[src/rtl/qos_pkg.sv]
// Shared constants and helpers for the QoS output arbiter.
// Word layout: bits [11:10] carry the class index.
package qos_pkg;

  localparam int NCLASS = 4;
  localparam int DATA_W = 12;
  localparam int PESO_W = 3;
  localparam int CLS_HI = 11;
  localparam int CLS_LO = 10;

  typedef logic [1:0] cls_t;

  function automatic cls_t cls_of(input logic [DATA_W-1:0] word);
    return word[CLS_HI:CLS_LO];
  endfunction

  // A zero weight would starve its class, so it is promoted to 1.
  function automatic logic [PESO_W-1:0] peso_eff(input logic [PESO_W-1:0] peso);
    return (peso == '0) ? PESO_W'(1) : peso;
  endfunction

endpackage

[src/rtl/qos_rr_select.sv]
// Finds the first non-empty class FIFO after ptr, wrapping round to ptr itself last.
module qos_rr_select
  import qos_pkg::*;
(
  input  logic [1:0]        ptr,
  input  logic [NCLASS-1:0] fifo_empty,
  output logic              found,
  output logic [1:0]        next_ptr
);

  logic [1:0] idx;

  // Walk from farthest to nearest so the nearest non-empty class wins.
  always_comb begin
    found    = 1'b0;
    next_ptr = ptr;
    idx      = ptr;
    for (int k = NCLASS; k >= 1; k--) begin
      idx = ptr + 2'(k);
      if (!fifo_empty[idx]) begin
        found    = 1'b1;
        next_ptr = idx;
      end
    end
  end

endmodule

[src/rtl/qos_arbitro_salida.sv]
// Weighted round-robin drain of four class FIFOs into the single output FIFO.
// Pops are combinational; the word is pushed one cycle later when the FIFO read data is valid.
module qos_arbitro_salida
  import qos_pkg::*;
(
  input  logic              clk,
  input  logic              reset,
  input  logic              init,
  input  logic              enable,
  input  logic [PESO_W-1:0] peso0,
  input  logic [PESO_W-1:0] peso1,
  input  logic [PESO_W-1:0] peso2,
  input  logic [PESO_W-1:0] peso3,
  input  logic [NCLASS-1:0] fifo_empty,
  input  logic [DATA_W-1:0] fifo_dataout0,
  input  logic [DATA_W-1:0] fifo_dataout1,
  input  logic [DATA_W-1:0] fifo_dataout2,
  input  logic [DATA_W-1:0] fifo_dataout3,
  input  logic              out_almost_full,
  output logic [NCLASS-1:0] fifo_pop,
  output logic [DATA_W-1:0] data_out,
  output logic              push_out,
  output logic [1:0]        grant_cls,
  output logic [7:0]        cuenta_total
);

  logic [PESO_W-1:0] peso_q [NCLASS];
  logic [PESO_W-1:0] credit_q, credit_d;
  logic [1:0]        ptr_q, ptr_d, sel, sel_q;
  logic              pop, pop_q, pop_ok;
  logic              found;
  logic [1:0]        next_ptr;
  logic [DATA_W-1:0] rd_data [NCLASS];
  logic [DATA_W-1:0] data_hold_q;
  logic [7:0]        cnt_q;

  assign rd_data[0] = fifo_dataout0;
  assign rd_data[1] = fifo_dataout1;
  assign rd_data[2] = fifo_dataout2;
  assign rd_data[3] = fifo_dataout3;

  qos_rr_select u_sel (
    .ptr        (ptr_q),
    .fifo_empty (fifo_empty),
    .found      (found),
    .next_ptr   (next_ptr)
  );

  assign pop_ok = reset & ~init & enable & ~out_almost_full;

  always_comb begin
    ptr_d    = ptr_q;
    credit_d = credit_q;
    sel      = ptr_q;
    pop      = 1'b0;
    if (pop_ok) begin
      if (!fifo_empty[ptr_q] && credit_q != '0) begin
        pop      = 1'b1;
        credit_d = credit_q - 1'b1;
      end else if (found) begin
        pop      = 1'b1;
        sel      = next_ptr;
        ptr_d    = next_ptr;
        credit_d = peso_q[next_ptr] - 1'b1;
      end
    end
  end

  assign fifo_pop = pop ? ({{(NCLASS-1){1'b0}}, 1'b1} << sel) : '0;

  // Gating with reset drops a word whose pop preceded a reset cycle.
  assign push_out     = pop_q & reset;
  assign data_out     = push_out ? rd_data[sel_q] : data_hold_q;
  assign grant_cls    = ptr_q;
  assign cuenta_total = cnt_q;

  always_ff @(posedge clk) begin
    if (!reset) begin
      for (int i = 0; i < NCLASS; i++) peso_q[i] <= PESO_W'(1);
      credit_q    <= PESO_W'(1);
      ptr_q       <= '0;
      sel_q       <= '0;
      pop_q       <= 1'b0;
      data_hold_q <= '0;
      cnt_q       <= '0;
    end else begin
      if (init) begin
        peso_q[0] <= peso_eff(peso0);
        peso_q[1] <= peso_eff(peso1);
        peso_q[2] <= peso_eff(peso2);
        peso_q[3] <= peso_eff(peso3);
        ptr_q     <= '0;
        credit_q  <= peso_eff(peso0);
      end else begin
        ptr_q    <= ptr_d;
        credit_q <= credit_d;
      end
      pop_q <= pop;
      sel_q <= sel;
      if (push_out) begin
        data_hold_q <= rd_data[sel_q];
        cnt_q       <= cnt_q + 8'd1;
      end
    end
  end

endmodule

[config.mk]
export PLATFORM = sky130hd
export DESIGN_NAME = qos_arbitro_salida
export DESIGN_NICKNAME = d
export VERILOG_FILES = /design/src/rtl/qos_pkg.sv /design/src/rtl/qos_rr_select.sv /design/src/rtl/qos_arbitro_salida.sv
export SDC_FILE = /design/constraint.sdc
export NUM_CORES = 1
export LEC_CHECK = 0
export BUFFER_PORTS_ARGS = -buffer_cell sky130_fd_sc_hd__buf_2
export CORE_UTILIZATION = 47
export CTS_CLUSTER_DIAMETER = 200
export DETAILED_ROUTE_END_ITERATION = 10
export MAX_ROUTING_LAYER = met4
export PLACE_DENSITY = 0.84
export SLEW_MARGIN = 20
export SYNTH_ARGS = -nofsm -noshare
export SYNTH_HDL_FRONTEND = slang
export SYNTH_SLANG_ARGS = --single-unit
[constraint.sdc]
create_clock -name clk -period 3.2 [get_ports clk]
set_clock_uncertainty 0.15 [all_clocks]
set_input_delay 0.64 -clock clk [delete_from_list [all_inputs] [get_ports clk]]
set_output_delay 0.64 -clock clk [all_outputs]
set_load 0.03 [all_outputs]
=== Word level (Yosys, flattened, before mapping) ===
Memory sizes are Yosys's and may differ from the RTL's.
Index checks and enable logic that the tools add are counted.

* Register bits after elaboration: 28
* Memory bits (writable): 12
* Bits of input ports: 69
* Output and inout bits: 27
* Logic and storage cells: 84
* Memories kept: 1

* $add $sub $neg: 6
* Order comparisons: 5
* Shift operators: 1
* Mux-type cells: 42
* Bitwise gates (word level): 12
* Reductions and logical operators: 11

{| class="wikitable"
|+ Memory list
! memory !! words !! bits a word !! rd ports !! clocked after Yosys merged registers in !! write ports !! RTL line !! text
|-
| peso_q || 4 || 3 || 1 || 0 || 4 || qos_arbitro_salida.sv:27 || <nowiki>logic [PESO_W-1:0] peso_q [NCLASS];</nowiki>
|}

{| class="wikitable"
|+ Operators with widths
! operator !! count
|-
| two-way mux 12 bit || 3
|-
| two-way mux 3 bit || 12
|-
| binary-select mux 12 bit (select 2 bit) || 1
|-
| two-way mux 1 bit || 15
|-
| logical NOT 3 bit || 4
|-
| less-than comparator 2 x 3 -> 1 bit (second input constant) || 4
|-
| two-way mux 2 bit || 6
|-
| adder 8 x 1 -> 8 bit (second input constant) || 1
|-
| binary-select mux 1 bit (select 2 bit) || 4
|-
| nonzero test 3 bit || 2
|-
| subtractor 3 x 1 -> 3 bit (second input constant) || 2
|-
| adder 2 bit (second input constant) || 2
|-
| AND 1 bit || 4
|-
| two-way mux 4 bit || 1
|-
| OR 1 bit || 4
|-
| << shifter 1 x 2 -> 4 bit (first input constant) || 1
|-
| >= comparator 3 bit (second input constant) || 1
|-
| NOT 1 bit || 3
|-
| NOT 2 -> 3 bit || 1
|-
| adder 2 x 1 -> 2 bit (second input constant) || 1
|-
| AND reduction 2 bit || 1
|-
| nonzero test 2 bit || 1
|-
| OR reduction 2 bit || 1
|-
| logical AND 1 bit || 1
|-
| logical NOT 1 bit || 1
|}

=== Logic depth before layout (Yosys ltp) ===
An unclocked memory read counts as a cell.

* Depth after elaboration: 12
* Depth in mapped cells: 11
* Depth with buffers taken out: 10

=== By module ===
A second synthesis with hierarchy kept.

* Cells, all modules: 189
* Area, all modules: 2180.8 um^2

{| class="wikitable"
|+ By module, submodules not included
! module !! times used !! cells an instance !! area an instance (um^2) !! seq. area each (um^2)
|-
| qos_arbitro_salida || 1 || 175 || 2103.3 || 920.9
|-
| qos_rr_select || 1 || 14 || 77.6 || 0.0
|}

=== Least setup slack after synthesis ===
Ideal clock, no wire load.

* Kind: reg-to-output
* Start: reg ptr_q[0] (netlist: grant_cls[0])
* End: out fifo_pop[0]
* Arrival: 2.509 ns
* Required time: 2.410 ns
* Path slack: -0.099 ns
* Stages on the path, launching flop included: 8
* Buffers on the path: 1
* Cell sequence: dfxtp_1 buf_6 mux4_1 or2_1 nand2_2 mux2i_1 inv_1 nor2_1

* Cells in the longest elaborated chain, start to end: 11
* Elaborated cells between the ends (all ways): 28
* Those cells by class: 3 x add/sub; 1 x shift; 22 x mux; 2 x reduce/logical

{| class="wikitable"
|+ Ends and longest elaborated chain
! what !! RTL line !! text
|-
| start, declared || qos_arbitro_salida.sv:29 || <nowiki>logic [1:0] ptr_q, ptr_d, sel, sel_q;</nowiki>
|-
| start signal, assigned || qos_arbitro_salida.sv:95 || <nowiki>ptr_q <= ptr_d;</nowiki>
|-
| adder 2 bit or binary-select mux 1 bit (select 2 bit) (tied branches) || qos_rr_select.sv:19, qos_rr_select.sv:20, qos_arbitro_salida.sv:57 ||
|-
| binary-select mux 1 bit (select 2 bit) or two-way mux 1 bit (tied branches) || qos_rr_select.sv:20, qos_arbitro_salida.sv:57 ||
|-
| two-way mux 1 bit (implied by the code) || qos_rr_select.sv:20 || <nowiki>if (!fifo_empty[idx]) begin</nowiki>
|-
| two-way mux 2 bit or two-way mux 1 bit (tied branches) (3 in series) || qos_rr_select.sv:20 ||
|-
| two-way mux 2 bit (3 in series) || - ||
|-
| << shifter 1 x 2 -> 4 bit || qos_arbitro_salida.sv:69 || <nowiki>assign fifo_pop = pop ? ({{(NCLASS-1){1'b0}}, 1'b1} << sel) : '0;</nowiki>
|-
| two-way mux 4 bit * || qos_arbitro_salida.sv:69 ||
|-
| end, declared || qos_arbitro_salida.sv:20 || <nowiki>output logic [NCLASS-1:0] fifo_pop,</nowiki>
|}

Every way passes the cells marked *; elsewhere a longest branch is shown, timed or not. The select of a mux whose other input is x is not followed.

=== Worst setup path in the final report ===
* Start: in fifo_empty[3]
* End: out fifo_pop[0]

* Cells in the longest elaborated chain, start to end: 11
* Elaborated cells between the ends (all ways): 25
* Those cells by class: 1 x shift; 22 x mux; 2 x reduce/logical

{| class="wikitable"
|+ Ends and longest elaborated chain
! what !! RTL line !! text
|-
| start, declared || qos_arbitro_salida.sv:14 || <nowiki>input logic [NCLASS-1:0] fifo_empty,</nowiki>
|-
| binary-select mux 1 bit (select 2 bit) || qos_rr_select.sv:20, qos_arbitro_salida.sv:57 ||
|-
| two-way mux 1 bit (implied by the code) || qos_rr_select.sv:20, qos_arbitro_salida.sv:57 ||
|-
| two-way mux 1 bit (4 in series) || qos_rr_select.sv:20 ||
|-
| two-way mux 2 bit (3 in series) || - ||
|-
| << shifter 1 x 2 -> 4 bit || qos_arbitro_salida.sv:69 ||
|-
| two-way mux 4 bit * || qos_arbitro_salida.sv:69 ||
|}

Marks and branches as above.

==> qor.csv <==
stage,metric,value,unit
global_route,grt_max_degree,17,
placed_design,io_buffers,95,
critical_path,reg2reg_depth,8,
critical_path,r2r_start,grant_cls[1],
synthesis,syn_nets,259,
outcome,status,"complete, no violations",
synthesis,ys_seq_elements,40,
floorplan,core_area,0.00438,mm^2
hold_path,worstHoldStart,cuenta_total[7],
synthesis,netlist_instances,188,
finish,design_area,0.00282,mm^2
finish,drive_above_1_share,50.0,%
sta,fin_setup_tns,0,ps
power,p_sw,0.248,mW
sta,setup_viol,0,
critical_path,arrival,2270,ps
floorplan,die_x,69.8,um
hold_path,min_to,cuenta_total[7],
synthesis,netlist_area,0.00216,mm^2
synthesis,yosysTopAreaCell,dfxtp_1,
synthesis,synth_area_leaders,"dfxtp_1 (26%), edfxtp_1 (17%), mux4_2 (13%)",
finish,fillCellCount,359,
finish,ff_latch_area,925,um^2
synthesis,synth-edff-count,12,
synthesis,ys_warn_count,0,
finish,multi_input_area,0.00118,mm^2
sta,fin_crit_sh,95.6,%
clock_network,clockBufferDepth,2,
sta,layout_min_cycle_time,3060,ps
global_route,grt_pass1_vias,1840,
clock_network,cts_made_buffers,5,
sta,finalMaxSlewViolations,0,
routing,drt_pre_antenna_iters,4,
sta,slew_headroom,58.8,%
power,power.share.clock,32.4,%
placed_design,place_congestion,0.802,
finish,syn_to_final_growth,30.7,%
sta,rsz0062_at_grt,no,
hold_path,hold-path-cell-count,2,
floorplan,std_cell_rows,24,
routing,via_per_inst,5.45,
power,combPwrFrac,15.1,%
power,internal_power,0.796,mW
critical_path,crit_slowest_cell,mux4_2,
critical_path,worstPathCellList,buf_2 > mux4_2 > buf_4 > or3_1 > o21ai_0 > nand2_1 > nor2_1 > clkbuf_4,
sta,max_freq,327,MHz
critical_path,timing.rr.end,credit_q[2],
power,p_leak,1.31,nW
power,total_power,1.04,mW
synthesis,avgSynthCellArea,11.5,um^2
critical_path,worst_path_dominant_cell_family,simple AND/OR/NAND/NOR gates,
synthesis,synth_top_area_share,26.0,%
finish,fin_nets,360,
power,p_per_area,370,mW/mm^2
clock_network,cts.reportedPaths.clkPinSlew,80,ps
floorplan,dieHeight,69.8,um
clock_network,cts_tree,done,
critical_path,required,2410,ps
routing,drt_iter0_drc,118,
routing,antenna_left,0,
clock_network,clkSinkCount,40,
critical_path,crit_fanout,6,
global_route,track_usage,22.4,%
critical_path,start_kind,input pin,
sta,hold_violations,0,
synthesis,ys.flop_type,dfxtp_1,
synthesis,yosysUniqueCellTypes,39,
floorplan,dieArea,0.00487,mm^2
power,p_sw_share,23.8,%
critical_path,path_class,input pin to primary output,
critical_path,ff2ff_setup_slack,640,ps
global_route,grt-ovfl-total,0,
clock_network,clk_latency,290,ps
power,p_seq_share,52.4,%
global_route,grt_pass1_wl,8.34,mm
global_route,antenna_found_initial,0,
routing,wirelength,5.03,mm
synthesis,synthArstFlopShare,0,%
hold_path,hold_class,flip-flop to flip-flop,
finish,num_antenna_cells,0,
clock_network,ctsHtreeMaxLevel,2,
run,cap_viol_max_count,0,
power,ir_drop,0.260,mV
critical_path,cp_slowest_stage_delay,500,ps
critical_path,cp-end-kind,primary output,
floorplan,start_util,49.2,%
sta,tightest_slew,617,ps
placed_design,dp_hpwl,3.88,mm
routing,routed-via-count,1864,
synthesis,ys_seq_area_share,42.7,%
routing,wl_per_cell,14.7,um
placed_design,placed_area,0.00272,mm^2
clock_network,postCtsSetupBuffers,0,
clock_network,root_buffer,clkbuf_8,
finish,final-instance-count-excl-fill,342,
routing,post-route-drc-count,0,
critical_path,crit_buf_inv,3,
floorplan,io_pins,96,
placed_design,place_inst,334,
worst max-delay path by stage:
stage	from	endpoint	slack, ps	cells after the start
2_1_floorplan	grant_cls[0]	fifo_pop[0]	-100	7
6_report	fifo_empty[3]	fifo_pop[0]	140	8
5_1_grt	fifo_empty[3]	fifo_pop[0]	9	8
3_3_place_gp	fifo_empty[1]	fifo_pop[0]	140	8
3_5_place_dp	fifo_empty[1]	fifo_pop[1]	50	8
4_1_cts	grant_cls[0]	fifo_pop[1]	40	7
through the flow:
stage | hold WS (ps) | setup WS (ps) | utilization (%)
floorplan | 320 | -98.8 | -
global placement | 339 | 141 | 62.0
detailed placement | 353 | 46.3 | 62.0
CTS | 372 | 44.3 | 64.1
global route | 396 | 8.83 | 64.4
finish | 372 | 141 | 64.4
power groups by stage:
stage,combinational (mW),clock (mW),sequential [mW]
after floorplan,0.0844,0,0.558
after global placement,0.150,0,0.558
after detailed placement,0.156,0,0.560
after CTS,0.157,0.350,0.548
after global routing,0.174,0.376,0.549
final,0.158,0.339,0.547
tightest hold or removal path, delay by kind of cell, from the launching register on:
family	cells	cell delay [ps]
XOR/XNOR	1	70
flip-flops	1	350
AND/OR/NAND/NOR	1	70
per-layer routing:
metal  track usage, %  vias up  wire length [um]
li1                 -      897                 -
met1             25.8      877              2040
met2             37.5       81              2570
met3             5.23        9               302
met4             8.89        0               116
met5                -        -                 0
repair_timing:
item / CTS / global route
gates resized for setup: 1 / 7
setup endpoints to repair: 4 / 4
hold buffers: 0 / 0
hold endpoints to repair: 0 / 0
layout by cell type, fill, tap and decap left out, drive strengths merged:
| cell type | Yosys | routed |
|---|---|---|
| buf | 4 | 103 |
| dfxtp | 28 | 28 |
| nor2 | 25 | 25 |
| mux4 | 15 | 15 |
| and2 | 13 | 13 |
| mux2 | 13 | 13 |
| edfxtp | 12 | 12 |
| and3 | 9 | 9 |
| clkbuf | 6 | 7 |
| mux2i | 7 | 7 |
| or3 | 6 | 6 |
| xor2 | 6 | 6 |
| nand2 | 6 | 6 |
| nand3 | 4 | 4 |
| inv | 3 | 3 |
| a21oi | 3 | 3 |
| o21ai | 3 | 3 |
| nand2b | 3 | 3 |
| nand4 | 3 | 3 |
| nor2b | 2 | 2 |
| o211ai | 2 | 2 |
| ha | 2 | 2 |
| clkinv | 0 | 2 |
| o2bb2ai | 1 | 1 |
| a2bb2oi | 1 | 1 |
| nor3 | 1 | 1 |
| or2 | 1 | 1 |
| and4bb | 1 | 1 |
| and4 | 1 | 1 |
| xnor2 | 1 | 1 |
| a221o | 1 | 1 |
| a211o | 1 | 1 |
| o2111ai | 1 | 1 |
| o22ai | 1 | 1 |
| a22oi | 1 | 1 |
| a31oi | 1 | 1 |
sequential cells by signal, indices dropped and copies added (netlist names):
register	flops
data_hold_q	12
grant_cls	2
pop_q	1
credit_q	3
peso_q	12
cuenta_total	8
sel_q	2
area by class of cell:
type	count	area share, %
multi-input combinational	135	41.8
sequential	40	32.8
timing repair buffer	104	19.4
clock buffer	6	2.93
tap	52	2.31
inverter	3	0.399
clock inverter	2	0.355
synthesized netlist by cell type (all sizes together) (2+ instances only):
master and count:
xor2 6, edfxtp 12, and3 9, o211ai 2, dfxtp 28, clkbuf 6, and2 13, nand2b 3
a21oi 3, ha 2, nor2 25, nor2b 2, or3 6, o21ai 3, mux2 13, nand2 6
nand4 3, buf 4, mux4 15, nand3 4, mux2i 7, inv 3
kinds of logic (layout without fill, tap and decap cells):
logic type,count (synthesis),count (layout),synth area share [%]
AND/OR/NAND/NOR,75,75,18.4
flip-flops,40,40,42.7
multiplexers,35,35,26.8
AO/OA/AOI/OAI,16,16,5.39
buffers and inverters,13,115,2.78
XOR/XNOR,7,7,2.84
adder cells (fa/ha/maj),2,2,1.16
Power figures use the tool's default switching activity.
